===== src/rtl/ntr_cmd_ctrl.sv =====
// NTR command controller: edge-captures receiver commands into a FIFO and
// dispatches them (LED set, LED blink, unknown-opcode accounting).
module ntr_cmd_ctrl #(
   parameter int unsigned FIFO_DEPTH = 4,
   parameter int unsigned PERIOD_W   = 24
) (
   input  logic        clk,
   input  logic        rst_n,
   input  logic [63:0] command,
   input  logic        ready,
   input  logic        hold,
   output logic [3:0]  leds,
   output logic        busy,
   output logic [15:0] cmd_count,
   output logic [7:0]  err_count,
   output logic        overflow
);

   localparam int unsigned CMD_W = 64;
   localparam int unsigned PTR_W = (FIFO_DEPTH > 1) ? $clog2(FIFO_DEPTH) : 1;
   localparam int unsigned OCC_W = $clog2(FIFO_DEPTH + 1);

   localparam logic [7:0] OP_LED_SET   = 8'hFF;
   localparam logic [7:0] OP_LED_BLINK = 8'hFE;
   localparam logic [7:0] OP_NOP       = 8'h00;

   typedef enum logic {
      S_IDLE = 1'b0,
      S_EXEC = 1'b1
   } state_t;

   state_t              r_state;
   state_t              w_state_nxt;
   logic                r_ready_q;
   logic [CMD_W-1:0]    r_mem [FIFO_DEPTH];
   logic [PTR_W-1:0]    r_head;
   logic [PTR_W-1:0]    r_tail;
   logic [OCC_W-1:0]    r_occ;
   logic [CMD_W-1:0]    r_cmd;
   logic [3:0]          r_led;
   logic [3:0]          r_blink_mask;
   logic [PERIOD_W-1:0] r_period;
   logic [PERIOD_W-1:0] r_blink_cnt;
   logic                r_phase;
   logic [15:0]         r_cmd_count;
   logic [7:0]          r_err_count;
   logic                r_overflow;

   logic                w_push;
   logic                w_push_ok;
   logic                w_pop;
   logic                w_exec;
   logic                w_full;
   logic [7:0]          w_opcode;
   logic [3:0]          w_led_field;
   logic [PERIOD_W-1:0] w_period_field;
   logic                w_unused_cmd_bits;

   assign w_push    = ready & ~r_ready_q;
   assign w_full    = (r_occ == OCC_W'(FIFO_DEPTH));
   // On a full FIFO a simultaneous pop frees the slot being written.
   assign w_push_ok = w_push & (~w_full | w_pop);

   assign w_opcode          = r_cmd[7:0];
   assign w_led_field       = r_cmd[59:56];
   assign w_period_field    = r_cmd[PERIOD_W+7:8];
   assign w_unused_cmd_bits = ^{r_cmd[63:60], r_cmd[55:PERIOD_W+8]};

   // Dispatcher state register
   always_ff @(posedge clk or negedge rst_n) begin
      if (!rst_n) r_state <= S_IDLE;
      else        r_state <= w_state_nxt;
   end

   // Dispatcher next-state and strobes
   always_comb begin
      w_state_nxt = r_state;
      w_pop       = 1'b0;
      w_exec      = 1'b0;
      case (r_state)
         S_IDLE: begin
            if (!hold && (r_occ != '0)) begin
               w_pop       = 1'b1;
               w_state_nxt = S_EXEC;
            end
         end
         S_EXEC: begin
            w_exec      = 1'b1;
            w_state_nxt = S_IDLE;
         end
         default: w_state_nxt = S_IDLE;
      endcase
   end

   // FIFO storage
   always_ff @(posedge clk) begin
      if (w_push_ok) r_mem[r_tail] <= command;
   end

   // Capture edge detect, FIFO pointers, occupancy and overflow flag
   always_ff @(posedge clk or negedge rst_n) begin
      if (!rst_n) begin
         r_ready_q  <= 1'b0;
         r_head     <= '0;
         r_tail     <= '0;
         r_occ      <= '0;
         r_overflow <= 1'b0;
         r_cmd      <= '0;
      end else begin
         r_ready_q <= ready;
         if (w_push_ok) r_tail <= r_tail + PTR_W'(1);
         if (w_pop) begin
            r_head <= r_head + PTR_W'(1);
            r_cmd  <= r_mem[r_head];
         end
         if (w_push & w_full & ~w_pop) r_overflow <= 1'b1;
         case ({w_push_ok, w_pop})
            2'b10:   r_occ <= r_occ + OCC_W'(1);
            2'b01:   r_occ <= r_occ - OCC_W'(1);
            default: r_occ <= r_occ;
         endcase
      end
   end

   // Command execution, counters and blink generator
   always_ff @(posedge clk or negedge rst_n) begin
      if (!rst_n) begin
         r_led        <= '0;
         r_blink_mask <= '0;
         r_period     <= '0;
         r_blink_cnt  <= '0;
         r_phase      <= 1'b0;
         r_cmd_count  <= '0;
         r_err_count  <= '0;
      end else begin
         if (w_exec) begin
            if (r_cmd_count != 16'hFFFF) r_cmd_count <= r_cmd_count + 16'd1;
            if (w_opcode == OP_LED_SET) r_led <= w_led_field;
            if ((w_opcode != OP_LED_SET) && (w_opcode != OP_LED_BLINK) &&
                (w_opcode != OP_NOP) && (r_err_count != 8'hFF))
               r_err_count <= r_err_count + 8'd1;
         end
         if (w_exec && (w_opcode == OP_LED_BLINK)) begin
            r_blink_mask <= w_led_field;
            r_period     <= w_period_field;
            r_blink_cnt  <= '0;
            r_phase      <= 1'b0;
         end else if (r_period == '0) begin
            r_blink_cnt <= '0;
            r_phase     <= 1'b0;
         end else if (r_blink_cnt == (r_period - PERIOD_W'(1))) begin
            r_blink_cnt <= '0;
            r_phase     <= ~r_phase;
         end else begin
            r_blink_cnt <= r_blink_cnt + PERIOD_W'(1);
         end
      end
   end

   assign leds      = r_led ^ (r_blink_mask & {4{r_phase}});
   assign busy      = (r_state != S_IDLE) || (r_occ != '0);
   assign cmd_count = r_cmd_count;
   assign err_count = r_err_count;
   assign overflow  = r_overflow;

endmodule


===== config.mk =====
export PLATFORM = sky130hd
export DESIGN_NAME = ntr_cmd_ctrl
export DESIGN_NICKNAME = d
export VERILOG_FILES = /design/src/rtl/ntr_cmd_ctrl.sv
export SDC_FILE = /design/constraint.sdc
export NUM_CORES = 1
export LEC_CHECK = 0
export ABC_CLOCK_PERIOD_IN_PS = 4240
export BUFFER_PORTS_ARGS = -buffer_cell sky130_fd_sc_hd__buf_2
export CORE_MARGIN = 2
export CORE_UTILIZATION = 64
export DETAILED_ROUTE_END_ITERATION = 6
export PLACE_DENSITY = 0.85
export SYNTH_ARGS = -nofsm -noshare
export SYNTH_HDL_FRONTEND = slang
export SYNTH_SLANG_ARGS = --single-unit

===== constraint.sdc =====
create_clock -name clk -period 4.24 [get_ports clk]
set_clock_uncertainty 0.05 [all_clocks]
set_input_delay 0.212 -clock clk [delete_from_list [all_inputs] [get_ports clk]]
set_output_delay 0.212 -clock clk [all_outputs]
set_load 0.03 [all_outputs]

==> After elaboration in Yosys (flattened, before gate mapping) <==
Memory sizes are Yosys's and may differ from the RTL's. A register that Yosys moved wholly into a read port is not among the register bits.
Index checks and enable logic that the tools add are counted.
{ "classes": {"n_addsub": 8, "n_mul": 0, "div": 0, "n_lt_le_gt_ge": 0, "eq_ne": 10, "shifts": 0, "muxes": 13, "bitwise_logic": 12, "n_reduce_logical": 16} }
{ "op_table": {"columns": ["cell", "count"], "rows": [
  ["24-bit 2-to-1 mux", 3],
  ["24-bit by 1-bit adder with 24-bit output, second input constant", 1],
  ["24-bit == test", 1],
  ["24-bit zero test", 1],
  ["8-bit inequality test, second input constant", 3],
  ["24-bit by 1-bit subtractor with 24-bit output, second input constant", 1],
  ["16-bit by 1-bit adder with 16-bit output, second input constant", 1],
  ["8-bit == test, second input constant", 2],
  ["16-bit inequality test, second input constant", 1],
  ["8-bit by 1-bit adder with 8-bit output, second input constant", 1],
  ["1-bit 2-to-1 mux", 8],
  ["8-bit nonzero test", 1],
  ["3-bit case mux with 2 select lines", 1],
  ["2-bit AND reduction", 3],
  ["3-bit nonzero test", 2],
  ["1-bit logical AND", 5],
  ["1-bit NOT", 5],
  ["2-bit by 1-bit adder with 2-bit output, second input constant", 2],
  ["1-bit bitwise AND", 4],
  ["4-bit bitwise AND", 1],
  ["4-bit bitwise XOR", 1],
  ["3-bit by 1-bit adder with 3-bit output, second input constant", 1],
  ["3-bit == test, second input constant", 1],
  ["3-bit by 1-bit subtractor with 3-bit output, second input constant", 1],
  ["7 further kinds", 8]
]} }
{ "word_totals": {"ff_bits": 91, "latchBits": 0, "ramBits": 256, "romBits": 0, "output_inout_bits": 30, "wordCells": 73, "memories": 1} }
{ "mem_list": {"columns": ["memory", "depth", "word_bits", "rd", "rd_clocked_by_memory_dff", "wr", "line", "rtl"], "rows": [
  ["r_mem", 4, 64, 1, 1, 1, "35", "logic [CMD_W-1:0] r_mem [FIFO_DEPTH];"]
]} }

==> Longest topological paths before layout <==
Gate-level depths: netlist (run 1).
{ "depth": {"word_depth": 8, "mapped_depth": 10, "ltp_nobuf": 9} }

==> Worst setup path before layout (run 1) <==
Ideal clock, no wire load.
{ "synth_timing": {"path_kind": "reg2reg", "startpoint": "register r_period[0]", "endpoint": "register r_blink_cnt[14]", "arrival_ns": 2.682, "t_required_ns": 4.045, "slack_ns": 1.364, "path_stages_with_launch": 11, "period_less_slack_ns": 2.876, "path_cell_list": "dfrtp_1 inv_1 ha_1 nor3b_2 nand4_1 nor4_1 xnor2_1 nand4_1 nor4_4 buf_6 nor3_2"} }
{ "synth_between": {"elab_chain_len": 5, "elab_cells_between_ends": 6, "classes_between": "add/sub (1); eq/ne (1); mux (3); reduce/logical (1)"} }
{ "synth_lines": {"columns": ["element", "line", "rtl"], "rows": [
  ["start: declaration", "42", "logic [PERIOD_W-1:0] r_period;"],
  ["start signal: assignment", "145", "r_period <= w_period_field;"],
  ["24-bit by 1-bit subtractor with 24-bit output", "151", "end else if (r_blink_cnt == (r_period - PERIOD_W'(1))) begin"],
  ["24-bit == test", "151", null],
  ["24-bit 2-to-1 mux", "151", null],
  ["24-bit 2-to-1 mux *", "148", "end else if (r_period == '0) begin"],
  ["24-bit 2-to-1 mux *", "143", "if (w_exec && (w_opcode == OP_LED_BLINK)) begin"],
  ["end signal: assignment", "155", "r_blink_cnt <= r_blink_cnt + PERIOD_W'(1);"],
  ["end: declaration", "43", "logic [PERIOD_W-1:0] r_blink_cnt;"]
]} }
Mark *: on every way between the ends. The rest lies on a longest branch, timed or not.
A chain may end at the register's enable or synchronous reset.

==> Final worst setup path (run 1) <==
{ "layout_timing": {"startpoint": "register r_period[0]", "endpoint": "register r_blink_cnt[1]"} }
Same word-level chain as after synthesis.

==> out/qor.log, run 1 <==
INFO  run_status     run_status=finished clean
INFO  power          ir_worst_vdd=692.2uV
INFO  cells_and_area multi_input_area=3931um2
INFO  logic_synthesis postSynth.asyncResetShare=0.4686
INFO  worst_setup_path criticalPathCategory=reg -> reg
INFO  cts            cts_root_buf=clkbuf_16
INFO  logic_synthesis syn-num-nets=906
INFO  drt            route.detailed.vias_per_inst=5.946
INFO  cts            numClockSinks=271
INFO  floorplan      row_count=49
INFO  logic_synthesis yosys_most_used_dff=edfxtp_1
INFO  sta            finalSetupViolCount=0
INFO  sta            final_max_slew_viol_count=0
INFO  sta            min_period_over_period=0.8010
INFO  drt            average_detailed_routed_wire_length_per_instance=19.54um
INFO  cts            max-clock-path-buffers=3
INFO  cts            clk_pin_slew_worst_paths=70ps
INFO  cells_and_area n_antenna_cell=0
INFO  cells_and_area ff_latch_area=7503um2
INFO  cells_and_area layoutNonFillerInstCount=1197
INFO  floorplan      count_of_pins_on_the_block_boundary=98
INFO  cts            cts.repair.resized=0
INFO  cells_and_area design.final.nets=1024
INFO  worst_setup_path critPathLaunchType=flop
INFO  cts            tritoncts.num_buffers=27
INFO  cells_and_area post_route_cells_drive_above_1_share=0.2335
INFO  logic_synthesis avg_cell_area_syn=14.02um2
INFO  global_route   globalRouteOverflowTotal=0
INFO  worst_setup_path crit_cells=10
INFO  global_route   grt_max_degree=48
INFO  drt            final_antenna_net_count=0
INFO  drt            residual_drc_count=0
INFO  worst_setup_path worst_r2r_path_depth=10
INFO  hold_path      hp-class=in -> reg
INFO  floorplan      placeableCoreArea=17900um2
INFO  logic_synthesis synth_enable_flop_cells=144
INFO  sta            worst_slew_margin_rel=0.4331
INFO  worst_setup_path critPathMostFrequentCell=nand4_1
INFO  sta            hold_violation_count_in_the_final_report=0
INFO  sta            worst_slew_pin_slew=850.4ps
INFO  worst_setup_path worst_path_cell_with_the_longest_stage_delay=nor3b_2
INFO  cells_and_area fin_area=13480um2
INFO  hold_path      min_delay_path_depth=3
INFO  logic_synthesis gate_count_after_technology_mapping=829
INFO  global_route   first_global_vias=7506
INFO  placed_design  detailedPlacementHpwl=13.99mm
INFO  cts            cts.hold.buffers_added=38
INFO  global_route   grt_pass1_wl=38.81mm
INFO  power          power_leakage=5.523nW
INFO  sta            final.setup.tns=0ps
INFO  logic_synthesis seq_area_frac_synth=0.6453
INFO  cts            cts_setup_buffers=0
INFO  worst_setup_path critPathMaxFanout=13
INFO  logic_synthesis post_synth_num_cell_types=56
INFO  sta            final_period_minus_worst_setup_slack=3396ps
INFO  drt            detailroute.via_count=7117
INFO  floorplan      die_area=19260um2
INFO  power          power_density=563.0nW/um2
INFO  global_route   antenna_found_initial=0
INFO  drt            drt-total-wl=23.39mm
INFO  worst_setup_path cp_top_family=simple AND/OR/NAND/NOR gates
INFO  worst_setup_path worst_ep_required_time=4600ps
INFO  placed_design  post_dp_cell_area=12230um2
INFO  floorplan      die_x=138.8um
INFO  global_route   grt.total_usage=0.2490
INFO  sta            grt_setup_unrepaired=false
INFO  drt            drt-initial-drc-count=539
INFO  floorplan      effective_utilization_at_floorplan=0.6494
INFO  logic_synthesis ys_seq_elements=271
INFO  placed_design  port-buffer-count=69
INFO  worst_setup_path cp_cell_sequence=inv_1, ha_1, nor3b_2, nand4_1, nor4_1, xnor2_1, nand4_1, nor4_4, buf_4, nor3b_1
INFO  worst_setup_path worst_setup_path_end_kind=flop
INFO  placed_design  placed_cells=1109
INFO  cts            tritoncts_clock_tree=built
INFO  cts            worst_skew_pair.late_latency=540ps
INFO  worst_setup_path max_stage_delay=580ps
INFO  cts            htreeDepth=1
INFO  flow_run       drv_cap=0
INFO  cells_and_area synthToLayoutAreaGrowth=15.92%
INFO  cells_and_area num-fill-cells=1044
INFO  worst_setup_path critPathBufInv=2
INFO  logic_synthesis yosysWarningCount=0
INFO  drt            detailedRoute.firstPassIterationCount=5
INFO  logic_synthesis post_synth_instance_area=11630um2
INFO  worst_setup_path crit_arrival=3760ps
INFO  floorplan      die_height=138.8um
INFO  sta            max_freq=294.4MHz
INFO  power          post-layout-total-power=0.007587W
INFO  placed_design  gpl.final_weighted_congestion=0.9147
-- synth_stat cells, drive strengths merged (2+ instances only) --
library cell	count	area, um2
nand3	22	110.1
nand2	147	551.8
and4	6	52.55
o21ai	14	70.06
xnor2	47	411.6
a22oi	3	27.52
o21a	2	15.01
a21oi	6	30.03
mux2	33	371.6
or4	7	60.06
dfrtp	127	3178
nor4	8	71.32
mux4	36	810.8
and3	10	62.56
or3	4	30.03
nand2b	5	31.28
or2	2	12.52
nand4	21	137.6
ha	8	100.1
nor3b	2	20.02
buf	7	48.79
inv	14	52.55
edfxtp	144	4324
and2	7	43.79
clkbuf	25	93.84
o31a	2	17.52
nor3	37	285.3
o211ai	3	22.52
nand3b	4	30.03
xor2	37	324.1
nor2	24	90.09
o41ai	2	17.52
-- where the power goes --
group / total, W / leakage (nW) / internal, W / switching, W
registers: 0.00358 / 2.98 / 0.00321 / 0.000370
logic: 0.00171 / 2.12 / 0.000737 / 0.000968
clock network: 0.00230 / 0.423 / 0.00133 / 0.000978
total: 0.00759 / 5.52 / 0.00527 / 0.00232
-- cell families (layout without fill, tap and decap cells) --
| family | Yosys count | in the layout | synth area share |
|---|---|---|---|
| xor+xnor | 84 | 84 | 0.06328 |
| buf+inv | 46 | 185 | 0.01679 |
| compound gates | 40 | 40 | 0.02303 |
| fa+ha+maj | 9 | 9 | 0.01033 |
| simple gates | 309 | 309 | 0.1387 |
| mux | 70 | 70 | 0.1026 |
| flops | 271 | 271 | 0.6453 |
-- metrics by stage --
step	setup WS, ps	hold WS, ps	util
after detailed placement	914.6	179.2	0.6830
final	843.7	67.40	0.7528
after CTS	874.2	61.74	0.7528
after floorplan	1364	-133.6	-
after global placement	971.7	173.1	0.6830
after global routing	526.2	82.56	0.7528
-- routing by layer --
layer / wire length (um) / vias to the layer above / global-route usage
li1: - / 3263 / -
met1: 9984 / 3600 / 0.3445
met2: 11640 / 211 / 0.4151
met3: 1205 / 43 / 0.03936
met4: 559 / 0 / 0.07868
met5: 0 / - / 0
-- worst register-to-register path: stages (launching register included) --
cell,delay (ps)
dfrtp_1,450
inv_1,110
ha_1,200
nor3b_2,580
nand4_1,350
nor4_1,460
xnor2_1,210
nand4_1,170
nor4_4,320
buf_4,290
nor3b_1,90
-- final cells by class --
type | count | area share
Tap cell | 229 | 0.02126
Timing Repair Buffer | 121 | 0.06183
Sequential cell | 271 | 0.5568
Clock buffer | 44 | 0.06081
Clock inverter | 6 | 0.003714
Multi-Input combinational cell | 512 | 0.2917
Inverter | 14 | 0.003899
-- registers in the layout (all words and copies together) (netlist names) --
name          flops
r_head            2
r_ready_q         1
r_mem           144
r_phase           1
r_cmd            36
r_blink_cnt      24
r_state           1
overflow          1
cmd_count        16
err_count         8
r_period         24
r_tail            2
r_occ             3
r_blink_mask      4
r_led             4
-- final timing paths --
kind                            slack [ps]        endpoint        start
worst max-delay path                   840  r_blink_cnt[1]  r_period[0]
min in group asynchronous              150        overflow        rst_n
worst min-delay path                    70        overflow         hold
max in group asynchronous             3010       r_cmd[22]        rst_n
worst max register to register         840  r_blink_cnt[1]  r_period[0]
worst min register to register         420       r_cmd[13]    r_cmd[13]
-- layout by cell type (no fill, tap or decap), drive strengths merged, types with 8 or more instances in the layout --
| cell | instances |
|---|---|
| o21ai | 14 |
| ha | 8 |
| nand2 | 147 |
| buf | 83 |
| dlygate4sd3 | 38 |
| inv | 15 |
| clkbuf | 44 |
| dfrtp | 127 |
| xor2 | 37 |
| nor4 | 8 |
| edfxtp | 144 |
| nor3 | 37 |
| mux4 | 36 |
| and3 | 10 |
| nand4 | 21 |
| mux2 | 33 |
| nor2 | 24 |
| nand3 | 22 |
| xnor2 | 47 |
Note: power is estimated with default switching activity, not from simulation.
==> run 2: changes to the inputs <==
==> config.mk (replaced) <==
export PLATFORM = sky130hd
export DESIGN_NAME = ntr_cmd_ctrl
export DESIGN_NICKNAME = d
export VERILOG_FILES = /design/src/rtl/ntr_cmd_ctrl.sv
export SDC_FILE = /design/constraint.sdc
export NUM_CORES = 1
export LEC_CHECK = 0
export ABC_CLOCK_PERIOD_IN_PS = 3300
export BUFFER_PORTS_ARGS = -buffer_cell sky130_fd_sc_hd__buf_2
export CORE_MARGIN = 2
export CORE_UTILIZATION = 60
export DETAILED_ROUTE_END_ITERATION = 6
export PLACE_DENSITY = 0.8
export SYNTH_ARGS = -nofsm -noshare
export SYNTH_HDL_FRONTEND = slang
export SYNTH_SLANG_ARGS = --single-unit
==> constraint.sdc (replaced) <==
create_clock -name clk -period 3.3 [get_ports clk]
set_clock_uncertainty 0.05 [all_clocks]
set_input_delay 0.165 -clock clk [delete_from_list [all_inputs] [get_ports clk]]
set_output_delay 0.165 -clock clk [all_outputs]
set_load 0.03 [all_outputs]
==> out/qor.log, run 2 (synthesis gave the netlist of run 1 again) <==
INFO  global_route   grt.total_usage=0.2326 [-0.01638]
INFO  cells_and_area design.final.nets=1037 [+1.3%]
INFO  placed_design  port-buffer-count=69 [unchanged]
INFO  sta            max_freq=329.0MHz [+12%]
INFO  cells_and_area post_route_cells_drive_above_1_share=0.2436 [+0.01016]
INFO  cts            max-clock-path-buffers=3 [unchanged]
INFO  cts            cts_root_buf=clkbuf_16
INFO  floorplan      die_area=20510um2 [+6.5%]
INFO  global_route   grt_pass1_wl=37.03mm [-4.6%]
INFO  drt            route.detailed.vias_per_inst=5.666 [-4.7%]
INFO  cells_and_area layout.cells.most_common_list=nand2_1 (147), edfxtp_1 (144), dfrtp_1 (126)
INFO  sta            final.setup.tns=0ps [unchanged]
INFO  floorplan      count_of_pins_on_the_block_boundary=98 [unchanged]
INFO  floorplan      row_count=50 [+2.0%]
INFO  floorplan      effective_utilization_at_floorplan=0.6174 [-0.03202]
INFO  worst_setup_path crit_arrival=3400ps [-360 ps]
INFO  worst_setup_path worst_ep_required_time=3660ps [-940 ps]
INFO  cts            clk_pin_slew_worst_paths=60ps [about the same]
INFO  sta            final_period_minus_worst_setup_slack=3040ps [-356.5 ps]
INFO  sta            worst_slew_pin_slew=793.1ps [-57.32 ps]
INFO  cells_and_area n_antenna_cell=0 [unchanged]
INFO  hold_path      min_delay_path_depth=3 [unchanged]
INFO  drt            residual_drc_count=0 [unchanged]
INFO  cells_and_area synthToLayoutAreaGrowth=17.86%
INFO  worst_setup_path criticalPathCategory=reg -> reg
INFO  worst_setup_path worst_r2r_path_depth=7 [-3]
INFO  sta            finalSetupViolCount=0 [unchanged]
INFO  sta            layout_setup_ws=260.2ps [-583.5 ps]
INFO  floorplan      die_x=143.2um [+3.2%]
INFO  sta            min_period_over_period=0.9212 [+0.1201]
INFO  drt            final_antenna_net_count=0 [unchanged]
INFO  cts            worst_skew_pair.late_latency=560ps [+20 ps]
INFO  power          power_density=726.1nW/um2 [+29%]
INFO  cells_and_area max_reg_flops=144 [unchanged]
INFO  placed_design  pre_cts_slack=305.7ps [-608.9 ps]
INFO  global_route   grt_max_degree=63 [+31%]
INFO  cts            numClockSinks=271 [unchanged]
INFO  flow_run       drv_cap=0 [unchanged]
INFO  cells_and_area mostFrequentLayoutCell=nand2_1
INFO  run_status     run_status=finished clean
INFO  hold_path      hp-class=in -> reg
INFO  worst_setup_path worst_setup_path_end_kind=flop
INFO  floorplan      die_height=143.2um [+3.2%]
INFO  power          power_leakage=5.624nW [+1.8%]
INFO  floorplan      placeableCoreArea=18830um2 [+5.2%]
INFO  drt            detailroute.via_count=7031 [-1.2%]
INFO  cells_and_area reg.largest.list=r_mem: 144 flops, r_cmd: 36 flops
INFO  sta            grt_setup_unrepaired=false
INFO  worst_setup_path critPathLaunchType=flop
INFO  cts            cts_setup_buffers=0 [unchanged]
INFO  global_route   antenna_found_initial=0 [unchanged]
INFO  drt            detailedRoute.firstPassIterationCount=5 [unchanged]
INFO  global_route   first_global_vias=7082 [-5.6%]
INFO  cts            tritoncts.num_buffers=28 [+3.7%]
INFO  cts            tritoncts_clock_tree=built
INFO  drt            drt-total-wl=22.85mm [-2.3%]
INFO  sta            worst_slew_margin_rel=0.4713 [+0.03821]
INFO  drt            drt-initial-drc-count=549 [+1.9%]
INFO  placed_design  gpl.final_weighted_congestion=0.9223 [+0.83%]
INFO  cells_and_area num-fill-cells=1166 [+12%]
INFO  global_route   globalRouteOverflowTotal=0 [unchanged]
INFO  placed_design  detailedPlacementHpwl=13.51mm [-3.4%]
INFO  sta            final_max_slew_viol_count=0 [unchanged]
INFO  sta            hold_violation_count_in_the_final_report=0 [unchanged]
INFO  power          ir_worst_vdd=660.6uV [-4.6%]
INFO  drt            average_detailed_routed_wire_length_per_instance=18.41um [-5.8%]
INFO  cells_and_area largest-register=r_mem
INFO  cts            htreeDepth=1 [unchanged]
INFO  worst_setup_path critPathMaxFanout=5 [-8]
## run 2: layout make-up
| type | count | area, um2 | area share |
|---|---|---|---|
| Clock buffer | 44 | 875.8 | 0.06392 |
| Clock inverter | 7 | 66.31 | 0.004839 |
| Inverter | 14 | 52.55 | 0.003835 |
| Multi-Input combinational cell | 512 | 3931 | 0.2869 |
| Sequential cell | 271 | 7503 | 0.5476 |
| Tap cell | 260 | 325.3 | 0.02374 |
| Timing Repair Buffer | 133 | 948.4 | 0.06921 |
## run 2: worst max-delay path, cell delays in order, from the launching register on
cell      delay, ps
dfrtp_1         450
or4_4           550
or2_1           270
or4_1           520
a21oi_1         240
o211ai_1        130
nor4_1          310
mux2_2          370
## run 2: report_power, final
part           switching [W]  internal, W  leakage [nW]
combinational        0.00131      0.00102          2.19
sequential          0.000402      0.00412          2.98
clock                0.00126      0.00183         0.458
## run 2: layer usage
| layer | wire [um] | global-route usage | up-vias |
|---|---|---|---|
| li1 | - | - | 3278 |
| met1 | 9949 | 0.3314 | 3523 |
| met2 | 11300 | 0.3803 | 187 |
| met3 | 1003 | 0.03219 | 43 |
| met4 | 595 | 0.06774 | 0 |
| met5 | 0 | 0 | - |
## run 2: path summary, 6_finish.rpt
kind	from	endpoint	slack, ps
max	r_period[15]	r_phase	260
min	hold	overflow	30
max reg2reg	r_period[15]	r_phase	260
min reg2reg	overflow	overflow	430
max in group asynchronous	rst_n	r_period[5]	2160
min in group asynchronous	rst_n	cmd_count[4]	200
## run 2: through the flow
stage	utilization	hold WS, ps	instances	area (um2)	total power (W)
global placement	0.6575	247.7	1152	12380	0.006753
finish	0.7277	34.19	1241	13700	0.009950
CTS	0.7277	26.97	1241	13700	0.01001
global route	0.7277	112.0	1241	13700	0.01043
floorplan	-	-180.6	829	11630	0.006129
detailed placement	0.6575	250.7	1152	12380	0.006860
## run 2: timing repair
| action | 4_1_cts | 5_1_grt |
|---|---|---|
| hold endpoints to repair | 206 | 0 |
| resized for setup | 0 | 0 |
| hold buffers | 38 | 0 |
